$ cat src/rtl/clock_enable.sv
// clock_enable: derives every phase-aligned strobe of the Lynx core from the
// 48 MHz system clock. A 48-state phase counter is the common reference. A
// startup hold keeps all strobes quiet until the design has settled. The CPU
// strobes run at 4 or 6 MHz and can be stretched by the Z80 WAIT request.
module clock_enable #(
    parameter int STARTUP = 1024
) (
    input  logic clock,
    input  logic reset,
    input  logic turbo,
    input  logic wait_n,
    output logic ready,
    output logic ce12,
    output logic pe6,
    output logic ne6,
    output logic cpu_pe,
    output logic cpu_ne,
    output logic ce1
);

    localparam int SU_W = $clog2(STARTUP + 1);
    localparam logic [SU_W-1:0] SU_MAX = SU_W'(STARTUP);

    typedef struct packed {
        logic ce12;
        logic pe6;
        logic ne6;
        logic cpu_pe;
        logic cpu_ne;
        logic ce1;
    } strobes_t;

    logic [5:0]      c_q, c_d;
    logic [SU_W-1:0] su_q, su_d;
    logic            t_q, t_d;
    logic            h_q, h_d;
    logic            ready_q, ready_d;
    strobes_t        st_q, st_d;
    logic            raw_pe, raw_ne;

    // Next-state logic. Strobes are decoded from the *next* phase value so
    // the registered outputs are high in the cycle where the phase holds.
    always_comb begin
        // NOTE: every signal gets a default before any branch, so no path
        // leaves a value unassigned and no latch is inferred.
        c_d     = (c_q == 6'd47) ? 6'd0 : c_q + 6'd1;
        su_d    = (su_q == SU_MAX) ? su_q : su_q + 1'b1;
        t_d     = (c_q == 6'd47) ? turbo : t_q;
        ready_d = ready_q | ((c_d == 6'd0) && (su_d == SU_MAX));
        h_d     = h_q;
        st_d    = '0;

        // Raw CPU phases follow the speed that will apply in the next cycle,
        // so a turbo change sampled at c==47 takes effect exactly at c==0.
        raw_pe = t_d ? (c_d[2:0] == 3'd0) : ((c_d % 6'd12) == 6'd0);
        raw_ne = t_d ? (c_d[2:0] == 3'd4) : ((c_d % 6'd12) == 6'd6);

        if (ready_d) begin
            st_d.ce12   = (c_d[1:0] == 2'd0);
            st_d.pe6    = (c_d[2:0] == 3'd0);
            st_d.ne6    = (c_d[2:0] == 3'd4);
            st_d.ce1    = (c_d == 6'd0);
            st_d.cpu_pe = raw_pe && !h_q;
            // The hold flag only changes on raw falling phases. A falling
            // phase fires only when not already held; a held falling phase
            // with WAIT released is swallowed so the next rising phase
            // resumes the CPU cleanly.
            if (raw_ne) begin
                st_d.cpu_ne = !h_q;
                h_d         = !wait_n;
            end
        end
    end

    // State and output registers; reset clears every output immediately.
    always_ff @(posedge clock or negedge reset) begin
        if (!reset) begin
            c_q     <= '0;
            su_q    <= '0;
            t_q     <= 1'b0;
            h_q     <= 1'b0;
            ready_q <= 1'b0;
            st_q    <= '0;
        end else begin
            // NOTE: non-blocking assignments make every register update from
            // the values of the previous cycle, independent of statement order.
            c_q     <= c_d;
            su_q    <= su_d;
            t_q     <= t_d;
            h_q     <= h_d;
            ready_q <= ready_d;
            st_q    <= st_d;
        end
    end

    assign ready  = ready_q;
    assign ce12   = st_q.ce12;
    assign pe6    = st_q.pe6;
    assign ne6    = st_q.ne6;
    assign cpu_pe = st_q.cpu_pe;
    assign cpu_ne = st_q.cpu_ne;
    assign ce1    = st_q.ce1;

endmodule

$ cat config.mk
export PLATFORM = sky130hd
export DESIGN_NAME = clock_enable
export DESIGN_NICKNAME = d
export VERILOG_FILES = /design/src/rtl/clock_enable.sv
export SDC_FILE = /design/constraint.sdc
export NUM_CORES = 1
export LEC_CHECK = 0
export ABC_CLOCK_PERIOD_IN_PS = 4550
export CORE_UTILIZATION = 55
export DETAILED_ROUTE_END_ITERATION = 8
export GPL_TIMING_DRIVEN = 0
export HOLD_SLACK_MARGIN = 0.05
export PLACE_DENSITY = 0.76
export SLEW_MARGIN = 20
export SYNTH_ARGS = -nofsm -noshare
export SYNTH_HDL_FRONTEND = slang
export SYNTH_SLANG_ARGS = --single-unit
$ cat constraint.sdc
create_clock -name clock -period 4.55 [get_ports clock]
set_input_delay 0.91 -clock clock [delete_from_list [all_inputs] [get_ports clock]]
set_output_delay 0.91 -clock clock [all_outputs]
set_load 0.03 [all_outputs]
==> impl_metrics.csv <==
group,metric,value,unit
setup_path,worstRegToRegCells,7,
cts,cts.repair.resized,0,
timing,fin_crit_sh,61.71,%
route,via_count,1064,
timing,rsz0062_at_grt,"no",
grt,antenna_found_initial,0,
cts,clk_path_buf_depth,2,
die,rows,18,
place,pre_cts_ws,1.735,ns
cts,tritoncts,"done",
setup_path,start_kind,"register",
power_and_ir_drop,power.leakage,0.7253,nW
setup_path,r2r_slack,1.74,ns
timing,tns,0,ns
place,io_buffers,10,
cts,clock_sinks,26,
place,place_inst,183,
route,drt-pass1-iter-count,5,
final_layout,diodes,0,
die,die_x,53.37,um
setup_path,crit_end,"h_q$_DFFE_PN0P_",
setup_path,crit_type,"reg2reg",
setup_path,worstPathCellList,"ha_1 -> nand3_1 -> nor3b_1 -> mux2_2 -> or4_1 -> o2111ai_2 -> mux2i_1",
die,die-area,2848,sq um
cts,clkLatencyLatePin,0.32,ns
setup_path,critPathMaxStageDelay,0.56,ns
route,post_drt_wl_per_cell,14.28,um
timing,finalWorstSetupSlack,1.742,ns
timing,setup_viol_count_final,0,
yosys,synth_compound_area_share,9.224,%
timing,fmaxAchievable,356.1,MHz
setup_path,critPathArrivalTime,3.06,ns
final_layout,final_core_util,65.40,%
min_path,hold_path_depth,1,
power_and_ir_drop,irDropWorstVdd,0.2152,mV
cts,clk_pin_slew,0.14,ns
timing,slew_headroom,61.04,%
job,maxCapViolations,0,
die,io_pins,11,
yosys,synth_area,1451,sq um
run_status,outcome,"finished clean",
final_layout,final_cells,187,
yosys,avgSynthCellArea,10.15,sq um
setup_path,path_max_fanout,7,
yosys,synth_edf_count,0,
cts,cts_root_buf,"clkbuf_4",
yosys,synth_cells,143,
power_and_ir_drop,power.total,355.4,uW
yosys,synth_warnings,0,
yosys,synth_top_family_by_area,"simple AND/OR/NAND/NOR gates",
place,place_hpwl,1992,um
die,start_util,58.59,%
yosys,syn_nets,154,
route,drtAntennaViolNets,0,
setup_path,cp-startpoint,"c_q[0]$_DFF_PN0_",
grt,grt_overflow,0,
timing,maxSlewViolCount,0,
cts,cts_setup_buffers,0,
timing,hold_viol_final,0,
place,placed_cell_area,1584,sq um
route,drt_iter0_drc,8,
cts,cts_hold_buf,0,
power_and_ir_drop,p_per_area,219.4,nW/um^2
timing,fin_crit,2.808,ns
die,core-area,2477,sq um
timing,worst_pin_slew,0.5843,ns
route,drt-total-wl,2671,um
cts,h-tree-depth,1,
setup_path,endpoint_kind,"register",
yosys,synthMuxAreaShare,3.534,%
setup_path,slowest_stage,"or4_1",
yosys,synth_xor_xnor_area_share,9.655,%
grt,grt_pass1_wl,4195,um
final_layout,final_cell_area,1620,sq um
timing,whs,0.4787,ns
yosys,synthDistinctLibCells,38,
setup_path,rr_endpoint,"h_q$_DFFE_PN0P_",
yosys,synth-seq-cells,26,
cts,cts_buffers,3,
timing,final.setup_skew,0.01433,ns
yosys,synth_ff_type,"dfrtp_1",
grt,first_global_vias,1034,
route,drc_errors,0,
setup_path,r2r_start,"c_q[0]$_DFF_PN0_",
final_layout,drive_gt1_share,10.83,%
final_layout,nNetsFinal,169,
grt,grt_usage,20.53,%
yosys,synth_fa_ha_area_share,6.034,%
final_layout,syn_to_final_growth,11.64,%
min_path,hp-class,"reg2reg",
grt,grt_max_degree,27,
place,gp_congestion,0.7812,
die,die_y,53.37,um
yosys,synthSimpleGateAreaFrac,20.34,%
yosys,synth_seq_area_share,44.83,%
route,via_per_inst,5.690,
setup_path,cp.required,4.81,ns
yosys,async_flop_share,100.0,%
[cells by family after synthesis]
| kind of cell | Yosys count |
|---|---|
| buffers and inverters | 18 |
| xor gates and xnor gates | 16 |
| DFF | 26 |
| muxes | 5 |
| and+or+nand+nor | 54 |
| AOI/OAI and AO/OA | 17 |
| adders and majority gates | 7 |
[power by group]
group | internal, mW | leakage [nW] | switching (mW)
clock network | 0.0489 | 0.0210 | 0.0659
logic | 0.00283 | 0.367 | 0.00612
registers | 0.232 | 0.337 | 0.000198
total | 0.283 | 0.725 | 0.0722
[cell usage in the layout (no fill, tap or decap), drive strengths merged, types with 7 or more instances in the layout]
cell type       n
nand2          12
ha              7
clkbuf          7
nor3            9
clkdlybuf4s50   9
nand3           8
xnor2           9
dfrtp          26
inv            13
xor2            7
nor2            8
[registers in the layout (all words and copies together) (netlist names)]
register,cells
c_q,6
ce1,1
ce12,1
cpu_ne,1
cpu_pe,1
h_q,1
ne6,1
pe6,1
ready,1
su_q,11
t_q,1
[cell usage after synthesis, drive strengths merged, types with 2 or more instances]
library cell,instances,area share (%)
dfrtp,26,45
mux2i,4,2.8
nand2,12,3.1
inv,13,3.4
nand3,8,2.8
buf,2,1.6
ha,7,6.0
nand4,2,0.86
nor2,8,2.1
nor3,9,3.9
clkbuf,3,1.5
nor4,2,0.86
xor2,7,4.2
xnor2,9,5.4
o21ai,4,1.4
a21oi,3,1.0
a211oi,2,1.9
and3,5,2.5
a22oi,2,1.0
o2111ai,2,1.6
[final cells by class]
class                           count  area [sq um]
Clock buffer                        4         36.28
Multi-Input combinational cell     99         708.2
Buffer                              5         43.79
Sequential cell                    26         650.6
Tap cell                           30         37.54
Fill cell                         205         857.1
Inverter                           13         48.80
Timing Repair Buffer               10         95.09
[worst max-delay path, delay by kind of cell (launching register included)]
family | cells | cell delay [ns]
muxes | 2 | 0.65
DFF | 1 | 0.46
and+or+nand+nor | 3 | 1.20
adders and majority gates | 1 | 0.31
AOI/OAI and AO/OA | 1 | 0.12
[per-layer routing]
| metal | track usage, % | wire length [um] | up-vias |
|---|---|---|---|
| met5 | 0 | 0 | - |
| met1 | 20.96 | 1141 | 530 |
| met4 | 8.772 | 25 | 0 |
| met2 | 40.00 | 1463 | 11 |
| li1 | - | - | 519 |
| met3 | 3.161 | 42 | 4 |
[how the worst min path moves through the flow]
stage	from	to
2_1_floorplan	h_q$_DFFE_PN0P_	cpu_ne$_DFF_PN0_
3_3_place_gp	h_q$_DFFE_PN0P_	cpu_ne$_DFF_PN0_
3_5_place_dp	h_q$_DFFE_PN0P_	cpu_ne$_DFF_PN0_
4_1_cts	h_q$_DFFE_PN0P_	cpu_ne$_DFF_PN0_
5_1_grt	h_q$_DFFE_PN0P_	cpu_ne$_DFF_PN0_
6_report	h_q$_DFFE_PN0P_	cpu_ne$_DFF_PN0_
(Power assumes the default switching activity.)
==> edit 1, RTL diff (same settings) <==
Take the reset off `c_q` and `su_q` and load them in a clocked block of their own.
--- a/src/rtl/clock_enable.sv
+++ b/src/rtl/clock_enable.sv
@@ -75,8 +75,6 @@
     // State and output registers; reset clears every output immediately.
     always_ff @(posedge clock or negedge reset) begin
         if (!reset) begin
-            c_q     <= '0;
-            su_q    <= '0;
             t_q     <= 1'b0;
             h_q     <= 1'b0;
             ready_q <= 1'b0;
@@ -84,13 +82,16 @@
         end else begin
             // NOTE: non-blocking assignments make every register update from
             // the values of the previous cycle, independent of statement order.
-            c_q     <= c_d;
-            su_q    <= su_d;
             t_q     <= t_d;
             h_q     <= h_d;
             ready_q <= ready_d;
             st_q    <= st_d;
         end
+    end
+
+    always_ff @(posedge clock) begin
+        c_q  <= c_d;
+        su_q <= su_d;
     end
 
     assign ready  = ready_q;
Function: same outputs for any inputs over 10 cycles, from zero or initial values and one cycle with reset low; that may be too few to reach the edited logic, so the function may still have changed.
==> edit 1 against the original RTL <==
Synthesized cell count stayed put. Sequential share of layout area is 3.1 points lower. Worst setup slack worse by 0.023 ns. Wire length is 8.1% lower. Sequential cell count stayed put. Via count is 3.1% lower. Die area is 5.7% lower. Non-clock buffer count stayed put. Critical path depth stayed put. Critical path type unchanged. Design area is 5.7% lower. Area after synthesis is 5.9% lower.
Power is not compared: it rests on default switching activity, and its combinational part moved more than twofold at a synthesized area within 25%.
==> edit 1: results (changes against the original RTL) <==
| Metric | Value |
|---|---|
| Status | complete, no violations |
| First-pass GRT wire length | 4.35 mm (+3.8%) |
| ANT cells | 0 (unchanged) |
| Resized cells post-CTS | 0 (unchanged) |
| Post-synthesis adder-cell area fraction | 6.41% (+0.38 points) |
| Met1 Usage GRT | 26.8% (+5.8 points) |
| CP arrival | 3.08 ns (+0.02 ns) |
| Clk_skew | 0.0107 ns (-0.00366 ns) |
| Core Region | 0.00228 mm2 (-8.1%) |
| Starting DRT DRC Count | 32 (+24) |
| Fraction of registers with async set/reset | 34.6% (-65 points) |
| Clock-cell share | 1.72% (-0.52 points) |
| Average wire per standard cell | 13.3 um (-7.1%) |
| Fill count | 176 (-14%) |
| Reg2reg start | c_q[0] |
| Rel. slew slack | 64.0% (+2.9 points) |
| Register Area | 566 um2 (-13%) |
| Post-synthesis mux area share | 3.75% (+0.22 points) |
| WL final | 2.45 mm (-8.1%) |
| # Post-CTS Setup Buffers | 0 (unchanged) |
| GRT Util Overall | 21.8% (+1.3 points) |
| Ys Warns | 0 (unchanged) |
| Worst path slowest cell | or4_1 |
| #MultiIn Comb | 99 (unchanged) |
| Area contributors post-synth | dfxtp_1 25%, dfrtp_1 16%, ha_1 6.4% |
| GPL Wtd Cong | 0.774 (-0.91%) |
| Synth Area in Compound Gates | 9.80% (+0.57 points) |
| Latest clock arrival within the worst-skew pair | 0.31 ns |
| DP Wirelength | 1.89 mm (-5.1%) |
| Met3 Usage GRT | 2.92% (-0.24 points) |
| Xor/xnor cell area share of the yosys netlist | 10.3% (+0.60 points) |
| Layout cells sized above 1 | 9.55% (-1.3 points) |
| Inst Count DP | 181 (-1.1%) |
| Register area share after synthesis | 41.4% (-3.4 points) |
| Pin count of the biggest net entering global routing | 15 (-44%) |
| Synth cell types | 39 (+2.6%) |
| First drt pass iteration count | 4 (-1) |
| Routing usage on met2 | 38.7% (-1.3 points) |
| Pre-CTS setup slack | 1.73 ns (-0.00887 ns) |
| DR vias/cell | 5.57 (-2.1%) |
| Post-Syn Area per Cell | 9.55 um2 (-5.9%) |
| Non-clock buffer share | 9.42% (+0.85 points) |
| Final hold slack | 0.479 ns (+0.000748 ns) |
[edit 1: cell types whose count changed in the layout (fill, tap and decap cells not counted), sizes merged]
cell,delta
dfxtp,+17
buf,-1
clkbuf,-1
dfrtp,-17
clkinv,+1
clkdlybuf4s50,+1
[edit 1: routing by layer]
metal  part of all wire [%]  vias up  wire length, um
met2                     54       17             1330
li1                       -      518                -
met3                    3.3        2               80
met1                     42      494             1030
met5                      0        -                0
met4                   0.57        0               14
[edit 1: power by group]
group	internal, uW	total [uW]	switching [uW]
Clock	32.0	97.0	65.0
Combinational	2.26	3.82	1.56
Sequential	229	229	0
[edit 1: worst max-delay path by stage]
stage,from,endpoint,slack [ns],cells after the start
3_5_place_dp,c_q[0],h_q,1.73,7
3_3_place_gp,c_q[0],h_q,1.79,7
4_1_cts,c_q[0],h_q,1.71,7
2_1_floorplan,c_q[0],h_q,2.12,7
6_report,c_q[0],h_q,1.72,7
5_1_grt,c_q[0],h_q,1.56,7
==> edit 2, RTL diff (same settings) <==
Without the edit above. Change the parameter `STARTUP` from 1024 to 2048.
--- a/src/rtl/clock_enable.sv
+++ b/src/rtl/clock_enable.sv
@@ -3,7 +3,7 @@
 // startup hold keeps all strobes quiet until the design has settled. The CPU
 // strobes run at 4 or 6 MHz and can be stretched by the Z80 WAIT request.
 module clock_enable #(
-    parameter int STARTUP = 1024
+    parameter int STARTUP = 2048
 ) (
     input  logic clock,
     input  logic reset,
Formal check against the unedited RTL: no difference found for any inputs over 10 cycles, from zero or initial values and one cycle with reset low; that may be too few to reach the edited logic, so the function may still have changed.
==> edit 2 against the original RTL <==
Wire length grew 28%. Design area is 19% higher. Highest routed layer unchanged. Total power grew 1.9%. Sequential cell count increased by 1. First-iteration DRC count increased to 11 times the old value. Clock skew decreased by 0.0056 ns. Worst setup slack gained 0.037 ns. Area after synthesis grew 20%.
==> edit 2: results (changes against the original RTL) <==
| Metric | Value |
|---|---|
| GPL Wtd Cong | 0.844 (+8.1%) |
| Fill count | 254 (+24%) |
| HP Class | reg -> reg |
| Layout cells sized above 1 | 15.3% (+4.5 points) |
| Latest clock arrival within the worst-skew pair | 0.34 ns (+0.02 ns) |
| Fraction of registers with async set/reset | 100% (unchanged) |
| Ys Warns | 0 (unchanged) |
| Clk_skew | 0.00871 ns (-0.00562 ns) |
| Status | complete, no violations |
| Synth cell count leaders | 27 x dfrtp_1, 16 x nand2_1, 11 x inv_1, 11 x nor2_1, 10 x nand3_1 |
| ANT cells | 0 (unchanged) |
| Number of global-route vias before repair | 1,227 (+19%) |
| Clock slew at reported path FFs | 0.16 ns (+0.02 ns) |
| Post-Syn Area per Cell | 9.60 um2 (-5.4%) |
| FF-to-FF setup slack | 1.78 ns (+0.04 ns) |
| Deepest clock path buffer count | 2 (unchanged) |
| Non-Filler Instances | 240 (+28%) |
| Synth Net Count | 192 (+25%) |
| Pin count of the biggest net entering global routing | 28 (+3.7%) |
| CTS Buf Count | 3 (unchanged) |
| First-pass GRT wire length | 5.49 mm (+31%) |
| CP arrival | 3.02 ns (-0.04 ns) |
| Post-DP Area | 0.00190 mm2 (+20%) |
| CP max FO | 10 (+3) |
| First drt pass iteration count | 4 (-1) |
| Count of final max-slew check failures | 0 (unchanged) |
| Top Registers | su_q: 12 flops, c_q: 6 flops |
| Max reg flops | 12 (+1) |
| Resized cells post-CTS | 0 (unchanged) |
| Starting DRT DRC Count | 86 (+78) |
| Worst slew pin tran | 0.614 ns (+0.0299 ns) |
| Synth cell types | 54 (+42%) |
| GRT Util Overall | 21.2% (+0.72 points) |
| Leak | 0.000865 uW (+19%) |
| Max VDD drop | 0.142 mV (-34%) |
| DR vias | 1,383 (+30%) |
| # Post-CTS Setup Buffers | 0 (unchanged) |
| Post-layout nets | 207 (+22%) |
| Register area share after synthesis | 38.7% (-6.2 points) |
| DP Wirelength | 2.41 mm (+21%) |
| Post-CTS Hold Buffers | 0 (unchanged) |
| Average wire per standard cell | 14.2 um (-0.64%) |
| Port bufs | 10 (unchanged) |
| Area contributors post-synth | dfrtp_1 39%, ha_1 4.3%, xnor2_1 3.5% |
## edit 2: cell types whose count changed in the layout (fill, tap and decap cells not counted), moves of 3 or more
cell     unedited run  this run
buf_2               1         7
nor2b_1             1         4
nand2_1            12        16
nor2_1              8        11
nor3_1              8         3
and3_2              4         0
nand4_1             2         5
o21ai_0             4         9
a211o_1             0         3
## edit 2: logic make-up (layout without fill, tap and decap cells)
family	after synthesis	in the layout	synth area share [%]
DFF	27	27	38.7
muxes	2	2	1.15
adders and majority gates	7	7	4.87
buffers and inverters	25	39	7.66
AOI/OAI and AO/OA	37	37	17.1
xor gates and xnor gates	13	13	6.51
and+or+nand+nor	71	71	24.1
## edit 2: path summary, 6_finish.rpt
path                        start  endpoint  depth (start not counted)
setup / recovery           c_q[0]       h_q                         12
hold / removal                h_q    cpu_pe                          1
setup reg to reg           c_q[0]       h_q                         12
hold reg to reg               h_q    cpu_pe                          1
max in group asynchronous   reset    c_q[2]                          1
min in group asynchronous   reset   su_q[3]                          1
## edit 2: routing by layer
metal | up-vias | part of all wire [%] | GRT usage (%)
met5 | - | 0 | 0
met4 | 0 | 1.9 | 8.84
met3 | 9 | 3.3 | 2.42
met2 | 35 | 49 | 36.0
met1 | 667 | 45 | 27.8
li1 | 672 | - | -
## edit 2: cell type report
cell class                      count  area share (%)
Inverter                           11            2.14
Clock buffer                        3            1.17
Tap cell                           44            2.86
Clock inverter                      1           0.389
Buffer                             14            4.80
Timing Repair Buffer               10            4.93
Sequential cell                    27            35.0
Multi-Input combinational cell    130            48.7
## edit 2: stage by stage
stage	utilization, %	setup WS, ns	hold slack (ns)
floorplan	-	2.09	0.442
global route	63.7	1.67	0.486
CTS	63.7	1.80	0.478
finish	63.7	1.78	0.482
global placement	62.9	1.92	0.462
detailed placement	62.7	1.84	0.457
## edit 2: report_power, final
part | leakage (uW) | internal (uW) | switching [uW]
registers | 0.000351 | 241 | 0.167
logic | 0.000499 | 2.47 | 6.33
clock network | 0.0000139 | 33.7 | 79.0
total | 0.000865 | 277 | 85.5
## edit 2: worst max-delay path, cell delays in order (launching register included)
cell and delay [ns]:
dfrtp_1 0.45, ha_1 0.26, buf_6 0.15, nand4b_1 0.11, o22ai_1 0.11, or2_1 0.26, ha_1 0.25, a21oi_1 0.19
a21oi_1 0.10, a41o_1 0.26, o22ai_1 0.27, o211ai_4 0.12, mux2i_1 0.13
